[src/rtl/apb_pkg.sv]
// Shared APB definitions: FSM state encoding and default bus widths.
// Used by the APB initiator and by the slave-side register blocks.
package apb_pkg;

  localparam int unsigned APB_ADDR_W         = 8;
  localparam int unsigned APB_DATA_W         = 8;
  localparam int unsigned APB_TIMEOUT_CYCLES = 16;

  typedef enum logic [1:0] {
    APB_IDLE   = 2'd0,
    APB_SETUP  = 2'd1,
    APB_ACCESS = 2'd2
  } apb_state_e;

endpackage

[src/rtl/apb_master_8bit_if.sv]
// Bundle of the command/response side and the APB side of apb_master_8bit.
//  cmd_*  : single-beat command from local control logic (valid/ready)
//  rsp_*  : one-cycle response strobe with read data and error
//  p*     : APB bus toward register slaves
// Modports: master = initiator view, slave = view of everything around it.
interface apb_master_8bit_if
  import apb_pkg::*;
#(
  parameter int unsigned ADDR_W = APB_ADDR_W,
  parameter int unsigned DATA_W = APB_DATA_W
);

  logic              cmd_valid;
  logic              cmd_ready;
  logic              cmd_write;
  logic [ADDR_W-1:0] cmd_addr;
  logic [DATA_W-1:0] cmd_wdata;
  logic              rsp_valid;
  logic [DATA_W-1:0] rsp_rdata;
  logic              rsp_err;
  logic              psel;
  logic              penable;
  logic              pwrite;
  logic [ADDR_W-1:0] paddr;
  logic [DATA_W-1:0] pwdata;
  logic              pready;
  logic [DATA_W-1:0] prdata;
  logic              pslverr;

  modport master (
    input  cmd_valid, cmd_write, cmd_addr, cmd_wdata, pready, prdata, pslverr,
    output cmd_ready, rsp_valid, rsp_rdata, rsp_err,
           psel, penable, pwrite, paddr, pwdata
  );

  modport slave (
    output cmd_valid, cmd_write, cmd_addr, cmd_wdata, pready, prdata, pslverr,
    input  cmd_ready, rsp_valid, rsp_rdata, rsp_err,
           psel, penable, pwrite, paddr, pwdata
  );

endinterface

[src/rtl/apb_wait_timer.sv]
// ACCESS-phase wait timer: counts consecutive pready=0 cycles and flags the
// cycle on which the LIMIT-th wait cycle occurs. Only present when
// APB_TIMEOUT_EN is defined.
//  clk, rst_n : clock, async active-low reset
//  clr        : clear count (asserted while entering ACCESS)
//  run        : ACCESS with pready low
//  expired_c  : combinational, high on the LIMIT-th consecutive wait cycle
`ifdef APB_TIMEOUT_EN
module apb_wait_timer #(
  parameter int unsigned LIMIT = 16
) (
  input  logic clk,
  input  logic rst_n,
  input  logic clr,
  input  logic run,
  output logic expired_c
);

  localparam int unsigned CNT_W = $clog2(LIMIT + 1);

  logic [CNT_W-1:0] cnt_q;

  // Wait-cycle counter; saturates at the expiry point.
  always_ff @(posedge clk or negedge rst_n) begin
    if (!rst_n) begin
      cnt_q <= '0;
    end else if (clr) begin
      cnt_q <= '0;
    end else if (run && !expired_c) begin
      cnt_q <= cnt_q + CNT_W'(1);
    end
  end

  assign expired_c = run && (cnt_q == CNT_W'(LIMIT - 1));

endmodule
`endif

[src/rtl/apb_master_8bit.sv]
// APB initiator: turns single-beat commands into APB SETUP/ACCESS transfers
// and returns read data / error on a one-cycle response strobe.
//  clk, rst_n : clock (rising edge), async active-low reset
//  bus        : apb_master_8bit_if.master (cmd_*, rsp_*, APB p* signals)
// All outputs are registered. Optional feature macro: APB_TIMEOUT_EN adds an
// ACCESS wait limit of TIMEOUT_CYCLES; without it ACCESS waits on pready.
module apb_master_8bit
  import apb_pkg::*;
#(
  parameter int unsigned ADDR_W         = APB_ADDR_W,
  parameter int unsigned DATA_W         = APB_DATA_W,
  parameter int unsigned TIMEOUT_CYCLES = APB_TIMEOUT_CYCLES
) (
  input  logic                clk,
  input  logic                rst_n,
  apb_master_8bit_if.master   bus
);

  apb_state_e        state_q, state_d;
  logic              cmd_ready_q, cmd_ready_d;
  logic              psel_q, psel_d;
  logic              penable_q, penable_d;
  logic              pwrite_q, pwrite_d;
  logic [ADDR_W-1:0] paddr_q, paddr_d;
  logic [DATA_W-1:0] pwdata_q, pwdata_d;
  logic              rsp_valid_q, rsp_valid_d;
  logic [DATA_W-1:0] rsp_rdata_q, rsp_rdata_d;
  logic              rsp_err_q, rsp_err_d;
  logic              wait_expired_c;

  if (TIMEOUT_CYCLES == 0) begin : g_bad_cfg
    $error("TIMEOUT_CYCLES must be nonzero");
  end

`ifdef APB_TIMEOUT_EN
  apb_wait_timer #(
    .LIMIT(TIMEOUT_CYCLES)
  ) u_wait_timer (
    .clk      (clk),
    .rst_n    (rst_n),
    .clr      (state_q == APB_SETUP),
    .run      ((state_q == APB_ACCESS) && !bus.pready),
    .expired_c(wait_expired_c)
  );
`else
  assign wait_expired_c = 1'b0;
`endif

  // State and output registers.
  always_ff @(posedge clk or negedge rst_n) begin
    if (!rst_n) begin
      state_q     <= APB_IDLE;
      cmd_ready_q <= 1'b0;
      psel_q      <= 1'b0;
      penable_q   <= 1'b0;
      pwrite_q    <= 1'b0;
      paddr_q     <= '0;
      pwdata_q    <= '0;
      rsp_valid_q <= 1'b0;
      rsp_rdata_q <= '0;
      rsp_err_q   <= 1'b0;
    end else begin
      state_q     <= state_d;
      cmd_ready_q <= cmd_ready_d;
      psel_q      <= psel_d;
      penable_q   <= penable_d;
      pwrite_q    <= pwrite_d;
      paddr_q     <= paddr_d;
      pwdata_q    <= pwdata_d;
      rsp_valid_q <= rsp_valid_d;
      rsp_rdata_q <= rsp_rdata_d;
      rsp_err_q   <= rsp_err_d;
    end
  end

  // Next state and next registered outputs.
  // cmd_ready is the registered "next state is IDLE", so the accept test uses
  // cmd_ready_q to match exactly what the requester sees.
  always_comb begin
    state_d     = state_q;
    cmd_ready_d = 1'b0;
    psel_d      = psel_q;
    penable_d   = penable_q;
    pwrite_d    = pwrite_q;
    paddr_d     = paddr_q;
    pwdata_d    = pwdata_q;
    rsp_valid_d = 1'b0;
    rsp_rdata_d = rsp_rdata_q;
    rsp_err_d   = rsp_err_q;

    case (state_q)
      APB_IDLE: begin
        cmd_ready_d = 1'b1;
        if (bus.cmd_valid && cmd_ready_q) begin
          state_d     = APB_SETUP;
          cmd_ready_d = 1'b0;
          psel_d      = 1'b1;
          penable_d   = 1'b0;
          pwrite_d    = bus.cmd_write;
          paddr_d     = bus.cmd_addr;
          pwdata_d    = bus.cmd_wdata;
        end
      end
      APB_SETUP: begin
        state_d   = APB_ACCESS;
        penable_d = 1'b1;
      end
      APB_ACCESS: begin
        if (bus.pready || wait_expired_c) begin
          state_d     = APB_IDLE;
          cmd_ready_d = 1'b1;
          psel_d      = 1'b0;
          penable_d   = 1'b0;
          rsp_valid_d = 1'b1;
          if (bus.pready) begin
            rsp_rdata_d = pwrite_q ? '0 : bus.prdata;
            rsp_err_d   = bus.pslverr;
          end else begin
            rsp_rdata_d = '0;
            rsp_err_d   = 1'b1;
          end
        end
      end
      default: begin
        state_d   = APB_IDLE;
        psel_d    = 1'b0;
        penable_d = 1'b0;
      end
    endcase
  end

  assign bus.cmd_ready = cmd_ready_q;
  assign bus.psel      = psel_q;
  assign bus.penable   = penable_q;
  assign bus.pwrite    = pwrite_q;
  assign bus.paddr     = paddr_q;
  assign bus.pwdata    = pwdata_q;
  assign bus.rsp_valid = rsp_valid_q;
  assign bus.rsp_rdata = rsp_rdata_q;
  assign bus.rsp_err   = rsp_err_q;

endmodule

[src/flat_wrapper.sv]
// flat-port wrapper written by rule: the top's interface ports become plain ports
module apb_master_8bit_flat import apb_pkg::*;
#(
  parameter int unsigned ADDR_W         = APB_ADDR_W,
  parameter int unsigned DATA_W         = APB_DATA_W,
  parameter int unsigned TIMEOUT_CYCLES = APB_TIMEOUT_CYCLES
)
  (clk, rst_n, bus_cmd_valid, bus_cmd_write, bus_cmd_addr, bus_cmd_wdata, bus_pready, bus_prdata, bus_pslverr, bus_cmd_ready, bus_rsp_valid, bus_rsp_rdata, bus_rsp_err, bus_psel, bus_penable, bus_pwrite, bus_paddr, bus_pwdata);
  apb_master_8bit_if #(.ADDR_W(ADDR_W), .DATA_W(DATA_W)) bus_i ();
  input  logic clk;
  input  logic rst_n;
  input wire logic [$bits(bus_i.cmd_valid)-1:0] bus_cmd_valid;
  input wire logic [$bits(bus_i.cmd_write)-1:0] bus_cmd_write;
  input wire logic [$bits(bus_i.cmd_addr)-1:0] bus_cmd_addr;
  input wire logic [$bits(bus_i.cmd_wdata)-1:0] bus_cmd_wdata;
  input wire logic [$bits(bus_i.pready)-1:0] bus_pready;
  input wire logic [$bits(bus_i.prdata)-1:0] bus_prdata;
  input wire logic [$bits(bus_i.pslverr)-1:0] bus_pslverr;
  output wire logic [$bits(bus_i.cmd_ready)-1:0] bus_cmd_ready;
  output wire logic [$bits(bus_i.rsp_valid)-1:0] bus_rsp_valid;
  output wire logic [$bits(bus_i.rsp_rdata)-1:0] bus_rsp_rdata;
  output wire logic [$bits(bus_i.rsp_err)-1:0] bus_rsp_err;
  output wire logic [$bits(bus_i.psel)-1:0] bus_psel;
  output wire logic [$bits(bus_i.penable)-1:0] bus_penable;
  output wire logic [$bits(bus_i.pwrite)-1:0] bus_pwrite;
  output wire logic [$bits(bus_i.paddr)-1:0] bus_paddr;
  output wire logic [$bits(bus_i.pwdata)-1:0] bus_pwdata;
  assign bus_i.cmd_valid = bus_cmd_valid;
  assign bus_i.cmd_write = bus_cmd_write;
  assign bus_i.cmd_addr = bus_cmd_addr;
  assign bus_i.cmd_wdata = bus_cmd_wdata;
  assign bus_i.pready = bus_pready;
  assign bus_i.prdata = bus_prdata;
  assign bus_i.pslverr = bus_pslverr;
  assign bus_cmd_ready = bus_i.cmd_ready;
  assign bus_rsp_valid = bus_i.rsp_valid;
  assign bus_rsp_rdata = bus_i.rsp_rdata;
  assign bus_rsp_err = bus_i.rsp_err;
  assign bus_psel = bus_i.psel;
  assign bus_penable = bus_i.penable;
  assign bus_pwrite = bus_i.pwrite;
  assign bus_paddr = bus_i.paddr;
  assign bus_pwdata = bus_i.pwdata;
  apb_master_8bit #(.ADDR_W(ADDR_W), .DATA_W(DATA_W), .TIMEOUT_CYCLES(TIMEOUT_CYCLES)) u_core (.clk(clk), .rst_n(rst_n), .bus(bus_i));
endmodule
[config.mk]
export PLATFORM = sky130hd
export DESIGN_NAME = apb_master_8bit_flat
export DESIGN_NICKNAME = d
export VERILOG_FILES = /design/src/rtl/apb_pkg.sv /design/src/rtl/apb_master_8bit_if.sv /design/src/rtl/apb_wait_timer.sv /design/src/rtl/apb_master_8bit.sv /design/src/flat_wrapper.sv
export SDC_FILE = /design/constraint.sdc
export NUM_CORES = 1
export LEC_CHECK = 0
export CORE_AREA = 2 2 61 63
export DETAILED_ROUTE_END_ITERATION = 8
export DIE_AREA = 0 0 63 65
export PLACE_DENSITY = 0.8
export SLEW_MARGIN = 40
export SYNTH_ARGS = -nofsm -noshare
export SYNTH_HDL_FRONTEND = slang
export SYNTH_HIERARCHICAL = 1
export SYNTH_SLANG_ARGS = --single-unit
[constraint.sdc]
create_clock -name clk -period 1.9 [get_ports clk]
set_input_delay 0.19 -clock clk [delete_from_list [all_inputs] [get_ports clk]]
set_output_delay 0.19 -clock clk [all_outputs]
set_load 0.01 [all_outputs]
==> results.cfg <==
[worst_setup_path]
cp.arrival_ps = 1450
rr_worst_depth = 3
slowest_delay_ps = 600
endpoint_kind = output pin
critPathBufInv = 1
rr_startpoint = u_core/state_q[1]$_DFFE_PN0P_
required_ps = 1710
critPathSlowestCell = clkdlybuf4s50_1
path_class = flip-flop to output pin
cp_top_family = buffers and inverters
critPathMaxFanout = 10
rrSetupSlack_ps = 510
path_cells = clkdlybuf4s50_1
cp-start-kind = flip-flop
r2r_end = u_core/bus.paddr[4]$_DFFE_PN0P_

[timing]
tightest_slew_ps = 383.3
rsz0062_at_grt = false
finClkSkew_ps = 7.684
timing_hold_violations_final = 0
slew_viol_final = 0
finalSetupViolCount = 0
hold_slack_ps = 258.3
tns_ps = 0
fin_crit_sh_pct = 86.47
min_period_ps = 1643
maxSlewHeadroom_pct = 74.45
max_freq_mhz = 608.6

[layout]
area_delta_synth_final_pct = 54.79
layout.nets = 172
seq_area_um2 = 775.7
fill_cells = 308
n_antenna_cell = 0
multi_input_area_um2 = 437.9
layout-drive-gt1-share_pct = 25.87

[route]
dr.pass1.iters = 3
finalWirelength_um = 2679
vias = 839
drcViolationCount = 0
wl_per_cell_um = 14.03
ant_nets = 0
drtIter0Drc = 27
via_per_inst = 4.393

[cts]
ctsHoldBuffers = 0
cts_root_buffer = clkbuf_4
cts_buffer_depth = 2
h-tree-depth = 2
clk_latency_ps = 320
cts_sinks = 31
post_cts.repair.setup_buffers = 0
clk_pin_slew_ps = 90
cts_resized = 0
cts_buffers = 5
cts_tree = built

[worst_hold_path]
hold_class = input port to asynchronous set/reset pin

[global_routing]
met2_usage_pct = 24.47
grtUsageMet3_pct = 5.556
antenna_found_initial = 0
grt_overflow = 0
grt_max_degree = 32
grt.total_usage_pct = 14.88
grt_pass1_wl_um = 4450
grtUsageMet1_pct = 16.67
busiest_layer = met2
grt_pass1_vias = 921

[floorplan]
die_area_mm2 = 0.004095
rows = 22
coreArea_mm2 = 0.003496
initial_core_util_pct = 35.86
dieHeight_um = 65
ios = 60
die_width_um = 63

[power]
ir_worst_vdd_mv = 0.6925
p_leak_nw = 0.8251
powerDensity_mw_per_mm2 = 1502

[placement]
hpwl_um = 2055
gp_congestion = 0.7340
io_buffers = 59

[logic_synthesis]
yosysSeqAreaShare_pct = 61.88
syn_nets = 106
synth.top_cell.area_share_pct = 61.88
synthTopCellsByArea = dfrtp_1 (62%), mux2_2 (17%), mux2_4 (9.6%)
syn_area_mm2 = 0.001254
ys_seq_elements = 31
yosysWarningCount = 6
yosysUniqueCellTypes = 13
syn_area_per_cell_um2 = 16.50
yosysTopAreaCell = dfrtp_1
syn_inst = 76

[flow_run]
maxCapViolCount = 0

[run_status]
run_status = completed
-- final cells by class --
type	instances	area share, %
clock buffers	7	2.321
clock inverters	1	0.2579
inverters	1	0.1934
multi-input cells	41	22.57
flip-flops and latches	31	39.97
well taps	48	3.095
repair buffers	62	31.59
-- cell usage in the layout, fill, tap and decap left out, drive strengths merged --
master | netlist | layout
nor3b | 1 | 1
a311oi | 1 | 1
and4bb | 1 | 1
clkdlybuf4s50 | 0 | 59
clkinv | 0 | 1
and3b | 1 | 1
a211o | 1 | 1
inv | 1 | 1
buf | 3 | 3
clkbuf | 0 | 7
nor2b | 9 | 9
dfrtp | 31 | 31
mux2 | 27 | 27
-- synth_stat cells --
library cell,instances
and3b_2,1
mux2_2,19
and4bb_1,1
inv_1,1
mux2_4,8
a211o_1,1
nor2b_1,9
dfrtp_1,31
buf_6,1
buf_12,1
a311oi_1,1
nor3b_1,1
buf_2,1
-- registers in the layout, summed over array words and instances, names as in the netlist --
name / cells
u_core/bus.pwrite: 1
u_core/bus.rsp_rdata: 8
u_core/bus.psel: 1
u_core/bus.pwdata: 8
u_core/state_q: 2
u_core/bus.rsp_valid: 1
u_core/bus.cmd_ready: 1
u_core/bus.rsp_err: 1
u_core/bus.paddr: 8
-- per-layer routing --
metal	wire [um]	share of wire [%]
met1	1092	41
met2	1360	51
met3	186	6.9
met4	39	1.5
met5	0	0
-- power by group --
part | switching (W) | internal (W) | total, W
sequential | 0.000197 | 0.000966 | 0.00116
combinational | 0.000470 | 0.000937 | 0.00141
clock | 0.000201 | 0.000144 | 0.000345
total | 0.000869 | 0.00205 | 0.00292
-- worst max path at each step --
stage,to,cells after the start,slack [ps],start
after floorplan,u_core/bus.paddr[0]$_DFFE_PN0P_,4,510,u_core/state_q[1]$_DFFE_PN0P_
after global placement,u_core/bus.pwdata[2]$_DFFE_PN0P_,4,370,bus_cmd_valid
after detailed placement,u_core/bus.paddr[6]$_DFFE_PN0P_,4,310,bus_cmd_valid
after CTS,bus_pwrite,1,230,u_core/bus.pwrite$_DFFE_PN0P_
after global routing,bus_pwrite,1,170,u_core/bus.pwrite$_DFFE_PN0P_
final,bus_pwrite,1,260,u_core/bus.pwrite$_DFFE_PN0P_
-- cells by family (layout without fill, tap and decap cells) --
family	Yosys count	in the layout	share of synthesized area, %
AOI/OAI and AO/OA	2	2	1.397
buffers and inverters	4	71	3.193
DFF	31	31	61.88
muxes	27	27	26.65
and+or+nand+nor	12	12	6.886
-- metrics by stage --
| stage | area (um^2) | setup WS [ps] | instances | power, W | util [%] |
|---|---|---|---|---|---|
| 2_1_floorplan | 1254 | 506.8 | 76 | 0.001845 | - |
| 3_3_place_gp | 1891 | 368.8 | 183 | 0.002544 | 54.08 |
| 3_5_place_dp | 1891 | 305.9 | 183 | 0.002608 | 54.08 |
| 4_1_cts | 1941 | 228.4 | 191 | 0.002965 | 55.51 |
| 5_1_grt | 1941 | 169.0 | 191 | 0.003110 | 55.51 |
| 6_report | 1941 | 257.0 | 191 | 0.002915 | 55.51 |
Note: power is estimated with default switching activity, not from simulation.
